==> src/rtl/line_cmd_dispatch_if.sv <==
// Command-FIFO and line-engine signal bundle for line_cmd_dispatch.
//   master : dispatcher side (pops the FIFO, drives the line engine)
//   slave  : FIFO + line-engine side
// Signals:
//   cmd_dout[31:0]     FIFO head word, valid when !cmd_empty
//   cmd_empty          FIFO empty
//   cmd_rd_en          pop FIFO head this cycle
//   LE_ready           line engine in IDLE/SET_UP
//   LE_color[31:0]     {8'b0, rgb}
//   LE_point[19:0]     {x[19:10], y[9:0]}
//   LE_color_valid / LE_point0_valid / LE_point1_valid / LE_trigger  one-cycle pulses
//   LE_frame_base[31:0] frame base presented with every trigger
interface line_cmd_dispatch_if;
    logic [31:0] cmd_dout;
    logic        cmd_empty;
    logic        cmd_rd_en;
    logic        LE_ready;
    logic [31:0] LE_color;
    logic [19:0] LE_point;
    logic        LE_color_valid;
    logic        LE_point0_valid;
    logic        LE_point1_valid;
    logic        LE_trigger;
    logic [31:0] LE_frame_base;

    modport master (
        input  cmd_dout, cmd_empty, LE_ready,
        output cmd_rd_en, LE_color, LE_point, LE_color_valid,
               LE_point0_valid, LE_point1_valid, LE_trigger, LE_frame_base
    );

    modport slave (
        output cmd_dout, cmd_empty, LE_ready,
        input  cmd_rd_en, LE_color, LE_point, LE_color_valid,
               LE_point0_valid, LE_point1_valid, LE_trigger, LE_frame_base
    );
endinterface

==> src/rtl/line_cmd_dispatch.sv <==
// line_cmd_dispatch: pops 32-bit graphics commands (NOP, LINE, SET_FRAME,
// POLYLINE) from a first-word-fall-through FIFO and replays every segment to
// the line engine as colour, point0, point1, trigger. Owns the frame base.
// Ports:
//   clk, rst      clock, asynchronous active-high reset
//   bus           line_cmd_dispatch_if.master (FIFO + line-engine signals)
//   busy          FSM not in IDLE
//   err_illegal   sticky unknown-opcode flag, cleared only by rst
//   lines_drawn   wrapping count of triggers issued
module line_cmd_dispatch #(
    parameter int unsigned  CNT_W    = 8,
    parameter int unsigned  STAT_W   = 16,
    parameter logic [31:0]  FB_RESET = 32'h1000_0000
) (
    input  logic                   clk,
    input  logic                   rst,
    line_cmd_dispatch_if.master    bus,
    output logic                   busy,
    output logic                   err_illegal,
    output logic [STAT_W-1:0]      lines_drawn
);

    typedef enum logic [3:0] {
        S_IDLE,
        S_FETCH_FB,
        S_FETCH_CNT,
        S_FETCH_P0,
        S_FETCH_P1,
        S_WAIT_LE,
        S_SEND_COL,
        S_SEND_P0,
        S_SEND_P1,
        S_TRIG,
        S_DRAIN
    } state_t;

    state_t             state;
    logic [23:0]        colour;
    logic               poly;
    logic [CNT_W-1:0]   cnt;
    logic [19:0]        p0;
    logic [19:0]        p1;
    logic [31:0]        color_q;
    logic [19:0]        point_q;
    logic [31:0]        frame_base;
    logic               fetch;

    // IDLE pops the header; the FETCH states pop operands.
    assign fetch = (state == S_IDLE)      || (state == S_FETCH_FB) ||
                   (state == S_FETCH_CNT) || (state == S_FETCH_P0) ||
                   (state == S_FETCH_P1);

    assign bus.cmd_rd_en       = fetch && !bus.cmd_empty;
    assign bus.LE_color_valid  = (state == S_SEND_COL);
    assign bus.LE_point0_valid = (state == S_SEND_P0);
    assign bus.LE_point1_valid = (state == S_SEND_P1);
    assign bus.LE_trigger      = (state == S_TRIG);
    assign bus.LE_color        = color_q;
    assign bus.LE_point        = point_q;
    assign bus.LE_frame_base   = frame_base;
    assign busy                = (state != S_IDLE);

    always_ff @(posedge clk or posedge rst) begin
        if (rst) begin
            state       <= S_IDLE;
            colour      <= '0;
            poly        <= 1'b0;
            cnt         <= '0;
            p0          <= '0;
            p1          <= '0;
            color_q     <= '0;
            point_q     <= '0;
            frame_base  <= FB_RESET;
            err_illegal <= 1'b0;
            lines_drawn <= '0;
        end else begin
            case (state)
                S_IDLE: begin
                    if (!bus.cmd_empty) begin
                        case (bus.cmd_dout[31:24])
                            8'h00: ;
                            8'h01: begin
                                colour <= bus.cmd_dout[23:0];
                                poly   <= 1'b0;
                                state  <= S_FETCH_P0;
                            end
                            8'h02: state <= S_FETCH_FB;
                            8'h03: begin
                                colour <= bus.cmd_dout[23:0];
                                poly   <= 1'b1;
                                state  <= S_FETCH_CNT;
                            end
                            default: err_illegal <= 1'b1;
                        endcase
                    end
                end
                S_FETCH_FB: begin
                    if (!bus.cmd_empty) begin
                        frame_base <= bus.cmd_dout;
                        state      <= S_IDLE;
                    end
                end
                S_FETCH_CNT: begin
                    if (!bus.cmd_empty) begin
                        cnt   <= bus.cmd_dout[CNT_W-1:0];
                        state <= (bus.cmd_dout[CNT_W-1:0] == '0) ? S_IDLE : S_FETCH_P0;
                    end
                end
                S_FETCH_P0: begin
                    if (!bus.cmd_empty) begin
                        p0    <= bus.cmd_dout[19:0];
                        state <= S_FETCH_P1;
                    end
                end
                S_FETCH_P1: begin
                    if (!bus.cmd_empty) begin
                        p1    <= bus.cmd_dout[19:0];
                        state <= S_WAIT_LE;
                    end
                end
                S_WAIT_LE: begin
                    // Load the colour register on the way in so it is valid
                    // in the same cycle as the SEND_COL pulse.
                    if (bus.LE_ready) begin
                        color_q <= {8'h00, colour};
                        state   <= S_SEND_COL;
                    end
                end
                S_SEND_COL: begin
                    point_q <= p0;
                    state   <= S_SEND_P0;
                end
                S_SEND_P0: begin
                    point_q <= p1;
                    state   <= S_SEND_P1;
                end
                S_SEND_P1: state <= S_TRIG;
                S_TRIG: begin
                    lines_drawn <= lines_drawn + 1'b1;
                    state       <= S_DRAIN;
                end
                S_DRAIN: begin
                    if (bus.LE_ready) begin
                        if (poly && (cnt > CNT_W'(1))) begin
                            // Polyline: end point becomes next start point.
                            p0    <= p1;
                            cnt   <= cnt - 1'b1;
                            state <= S_FETCH_P1;
                        end else begin
                            state <= S_IDLE;
                        end
                    end
                end
                default: state <= S_IDLE;
            endcase
        end
    end

endmodule
==> src/flat_wrapper.sv <==
// flat-port wrapper written by rule: the top's interface ports become plain ports
module line_cmd_dispatch_flat 
#(
    parameter int unsigned  CNT_W    = 8,
    parameter int unsigned  STAT_W   = 16,
    parameter logic [31:0]  FB_RESET = 32'h1000_0000
)
  (clk, rst, busy, err_illegal, lines_drawn, bus_cmd_dout, bus_cmd_empty, bus_LE_ready, bus_cmd_rd_en, bus_LE_color, bus_LE_point, bus_LE_color_valid, bus_LE_point0_valid, bus_LE_point1_valid, bus_LE_trigger, bus_LE_frame_base);
  line_cmd_dispatch_if bus_i ();
  input  logic clk;
  input  logic rst;
  output logic busy;
  output logic err_illegal;
  output logic [STAT_W-1:0] lines_drawn;
  input wire logic [$bits(bus_i.cmd_dout)-1:0] bus_cmd_dout;
  input wire logic [$bits(bus_i.cmd_empty)-1:0] bus_cmd_empty;
  input wire logic [$bits(bus_i.LE_ready)-1:0] bus_LE_ready;
  output wire logic [$bits(bus_i.cmd_rd_en)-1:0] bus_cmd_rd_en;
  output wire logic [$bits(bus_i.LE_color)-1:0] bus_LE_color;
  output wire logic [$bits(bus_i.LE_point)-1:0] bus_LE_point;
  output wire logic [$bits(bus_i.LE_color_valid)-1:0] bus_LE_color_valid;
  output wire logic [$bits(bus_i.LE_point0_valid)-1:0] bus_LE_point0_valid;
  output wire logic [$bits(bus_i.LE_point1_valid)-1:0] bus_LE_point1_valid;
  output wire logic [$bits(bus_i.LE_trigger)-1:0] bus_LE_trigger;
  output wire logic [$bits(bus_i.LE_frame_base)-1:0] bus_LE_frame_base;
  assign bus_i.cmd_dout = bus_cmd_dout;
  assign bus_i.cmd_empty = bus_cmd_empty;
  assign bus_i.LE_ready = bus_LE_ready;
  assign bus_cmd_rd_en = bus_i.cmd_rd_en;
  assign bus_LE_color = bus_i.LE_color;
  assign bus_LE_point = bus_i.LE_point;
  assign bus_LE_color_valid = bus_i.LE_color_valid;
  assign bus_LE_point0_valid = bus_i.LE_point0_valid;
  assign bus_LE_point1_valid = bus_i.LE_point1_valid;
  assign bus_LE_trigger = bus_i.LE_trigger;
  assign bus_LE_frame_base = bus_i.LE_frame_base;
  line_cmd_dispatch #(.CNT_W(CNT_W), .STAT_W(STAT_W), .FB_RESET(FB_RESET)) u_core (.clk(clk), .rst(rst), .bus(bus_i), .busy(busy), .err_illegal(err_illegal), .lines_drawn(lines_drawn));
endmodule
==> config.mk <==
export PLATFORM = sky130hd
export DESIGN_NAME = line_cmd_dispatch_flat
export DESIGN_NICKNAME = d
export VERILOG_FILES = /design/src/rtl/line_cmd_dispatch_if.sv /design/src/rtl/line_cmd_dispatch.sv /design/src/flat_wrapper.sv
export SDC_FILE = /design/constraint.sdc
export NUM_CORES = 1
export LEC_CHECK = 0
export BUFFER_PORTS_ARGS = -buffer_cell sky130_fd_sc_hd__buf_2
export CAP_MARGIN = 0
export CORE_MARGIN = 5
export CORE_UTILIZATION = 40
export DETAILED_ROUTE_END_ITERATION = 10
export PLACE_DENSITY = 0.67
export RECOVER_POWER = 50
export SKIP_CTS_REPAIR_TIMING = 1
export SYNTH_ARGS = -nofsm -noshare
export SYNTH_HDL_FRONTEND = slang
export SYNTH_SLANG_ARGS = --single-unit
==> constraint.sdc <==
create_clock -name clk -period 15.5 [get_ports clk]
set_input_delay 2.325 -clock clk [delete_from_list [all_inputs] [get_ports clk]]
set_output_delay 2.325 -clock clk [all_outputs]
set_load 0.01 [all_outputs]
==> flow_metrics.env <==
export IMPL_grt_pass1_wl_mm=27.58
export IMPL_min_from="u_core.bus.LE_point[9]"
export IMPL_layout_cells_non_filler=968
export IMPL_synth_cell_types=61
export IMPL_whs_ps=479.5
export IMPL_grt_start_max_net_pins=99
export IMPL_regToRegEndpoint="u_core.bus.LE_color[13]"
export IMPL_violations="max-capacitance violations, max-slew violations"
export IMPL_synth_top_area_frac=0.5698
export IMPL_synth_area_leaders="dfrtp_1 57%, mux2_2 12%, mux2_4 4.0%, nand2_1 3.8%, mux2i_1 2.8%"
export IMPL_async_reset_ff_frac=1.000
export IMPL_fin_util=0.4829
export IMPL_p_leak_nw=4.137
export IMPL_h_tree_depth=4
export IMPL_diodes=0
export IMPL_cp_required_ps=13180
export IMPL_postRouteWirelength_mm=16.68
export IMPL_start_kind="primary input"
export IMPL_hp_class="register to register"
export IMPL_drv_cap=2
export IMPL_wl_per_cell_um=17.23
export IMPL_cp_max_fo=21
export IMPL_yosysSeqAreaShare=0.5733
export IMPL_chipHeight_um=146.2
export IMPL_yosys_area_top_type="dfrtp_1"
export IMPL_fin_setup_tns_ps=0
export IMPL_yosys_register_bits=170
export IMPL_fillers=1657
export IMPL_tightest_slew_ps=4316
export IMPL_drive_above_1_share=0.3004
export IMPL_vias=4892
export IMPL_final_nets=765
export IMPL_first_iter_violations=219
export IMPL_setup_violations=0
export IMPL_r2r_start="u_core.state[0]"
export IMPL_max_vdd_ir_drop_mv=0.1011
export IMPL_powerDensity_nw_per_um2=183.2
export IMPL_clock_skew_ps=13.04
export IMPL_crit_arrival_ps=4120
export IMPL_hpwl_mm=11.05
export IMPL_whs_path_depth=2
export IMPL_grt_pass1_vias=5021
export IMPL_avgSynthCellArea_um2=12.37
export IMPL_port_buffer_count=134
export IMPL_cts_root_buf="clkbuf_16"
export IMPL_grt_overflow=0
export IMPL_clk_latency_ps=430
export IMPL_r2r_cells=5
export IMPL_dp_cells=936
export IMPL_syn_to_final_growth_pct=17.68
export IMPL_status="finished, violations left"
export IMPL_rows=49
export IMPL_die_area_um2=21380
export IMPL_cts_path_max_buffers=2
export IMPL_ant_nets=0
export IMPL_ys_warnings_count=0
export IMPL_initial_core_util=0.4104
export IMPL_path_clk_slew_ps=70
export IMPL_numCtsBuffers=17
export IMPL_viasPerCell=5.054
export IMPL_critical_path_class="primary input to output port"
export IMPL_cts_tree="yes"
export IMPL_fmax_mhz=155.0
export IMPL_synth_cells=600
export IMPL_hold_end="u_core.bus.LE_point[9]"
export IMPL_ioPinCount=143
export IMPL_ff2ff_setup_slack_ps=11700
export IMPL_die_w_um=146.2
export IMPL_antenna_found_initial=1
export IMPL_drcViolationCount=0
export IMPL_hold_violations=0
export IMPL_synth_edff_count=0
export IMPL_period_share=0.4161
export IMPL_core_um2=18090
export IMPL_synth_area_um2=7422
export IMPL_rsz0062_at_grt="no"
export IMPL_place_gp_congestion=0.7862
export IMPL_cts_sinks=170
export IMPL_place_ws_ps=9814
export IMPL_fin_crit_ps=6450
export IMPL_setup_ws_ps=9050
export IMPL_drt_pre_antenna_iters=4
export IMPL_synth_flop_cell="dfrtp_1"
export IMPL_report_final_slew_viol_count=137
export IMPL_setup_worst_path_end_class="output port"
export IMPL_grt_use_total=0.1599
export IMPL_relSlewSlack=-1.893
[worst max path at each step]
stage,from,end,slack (ps),cells past startpoint
2_1_floorplan,rst,u_core.bus.LE_color[0],8570,1
3_3_place_gp,bus_cmd_empty,bus_cmd_rd_en,9810,5
3_5_place_dp,bus_cmd_empty,bus_cmd_rd_en,9810,5
4_1_cts,bus_cmd_empty,bus_cmd_rd_en,9810,5
5_1_grt,bus_cmd_empty,bus_cmd_rd_en,8870,5
6_report,bus_cmd_empty,bus_cmd_rd_en,9050,5
[power breakdown]
part | internal [W] | switching, W | total, W | leakage, nW
sequential | 0.000593 | 0.0000982 | 0.000692 | 2.15
combinational | 0.000228 | 0.000265 | 0.000494 | 1.70
clock | 0.000219 | 0.000196 | 0.000415 | 0.284
[cell type report]
cell class                      instances  area, um2  share of cell area
Sequential cell                       170       4255              0.4872
Clock buffer                           18      439.2             0.05028
Timing Repair Buffer                  139      619.3             0.07091
Clock inverter                         14      141.4             0.01619
Tap cell                              229      286.5             0.03280
Inverter                                8      31.28            0.003581
Multi-Input combinational cell        390       2962              0.3391
[metrics by stage]
| step | total power, W | area [um2] |
|---|---|---|
| after global placement | 0.001195 | 8258 |
| after detailed placement | 0.001214 | 8258 |
| final | 0.001600 | 8735 |
| after CTS | 0.001637 | 8838 |
| after floorplan | 0.001039 | 7448 |
| after global routing | 0.001715 | 8735 |
[registers in the layout, indices dropped and copies added, names as in the netlist]
register / cells
u_core.bus.LE_color: 24
u_core.bus.LE_frame_base: 32
u_core.bus.LE_point: 20
u_core.cnt: 8
u_core.colour: 24
u_core.err_illegal: 1
u_core.lines_drawn: 16
u_core.p0: 20
u_core.p1: 20
u_core.poly: 1
u_core.state: 4
[metal layers]
layer | vias up | wire length [um] | track usage
met5 | - | 11 | 0
met4 | 2 | 234 | 0.04610
met3 | 13 | 1020 | 0.05268
met2 | 121 | 7385 | 0.2357
met1 | 2403 | 8027 | 0.2262
li1 | 2353 | - | -
[worst max-delay path, cell delays in order]
cell and delay [ps]:
clkbuf_1 210, nor4_1 290, clkbuf_1 900, or2_2 250, buf_2 140
[cell usage in the layout (no fill, tap or decap), types with 3 or more instances in the layout]
master,n
buf_2,69
nand2b_1,5
and3_1,3
mux2_2,82
inv_8,5
mux2i_1,21
a21oi_1,7
nand3_1,7
mux2_4,20
buf_4,3
a22o_1,3
nand2_1,74
nor2_1,31
inv_1,7
xnor2_1,11
nor4_1,7
conb_1,8
nand4_1,4
clkinv_4,3
xor2_1,4
clkbuf_16,17
a31oi_1,21
inv_6,4
clkbuf_1,67
o21ai_0,29
ha_1,3
or2_2,3
dfrtp_1,169
nor3_1,5
[cell usage after synthesis, types with 3 or more instances]
master    instances
buf_4             8
a21oi_1           7
buf_2            14
and3_1            3
inv_1             8
or2_2             3
nand2_1          75
mux2_2           82
nor2_1           32
o21ai_0          29
ha_1              3
mux2i_1          21
nor3_1            4
nand2b_1          5
a31oi_1          21
clkbuf_1         12
xor2_1            4
a22o_1            3
nand3_1           7
nand4_1           4
buf_1             3
xnor2_1          11
dfrtp_1         169
mux2_4           20
nor4_1            7
[cells by family (layout without fill, tap and decap cells)]
family	count (synthesis)	count (layout)	synth area share
adders and majority gates	3	3	0.005058
other	1	8	0.0005052
AOI/OAI and AO/OA	81	81	0.07064
DFF	170	170	0.5733
and+or+nand+nor	159	159	0.1059
xor gates and xnor gates	15	15	0.01770
muxes	124	124	0.1947
buffers and inverters	47	179	0.03220
No activity file was read; power rests on OpenSTA's default activity.
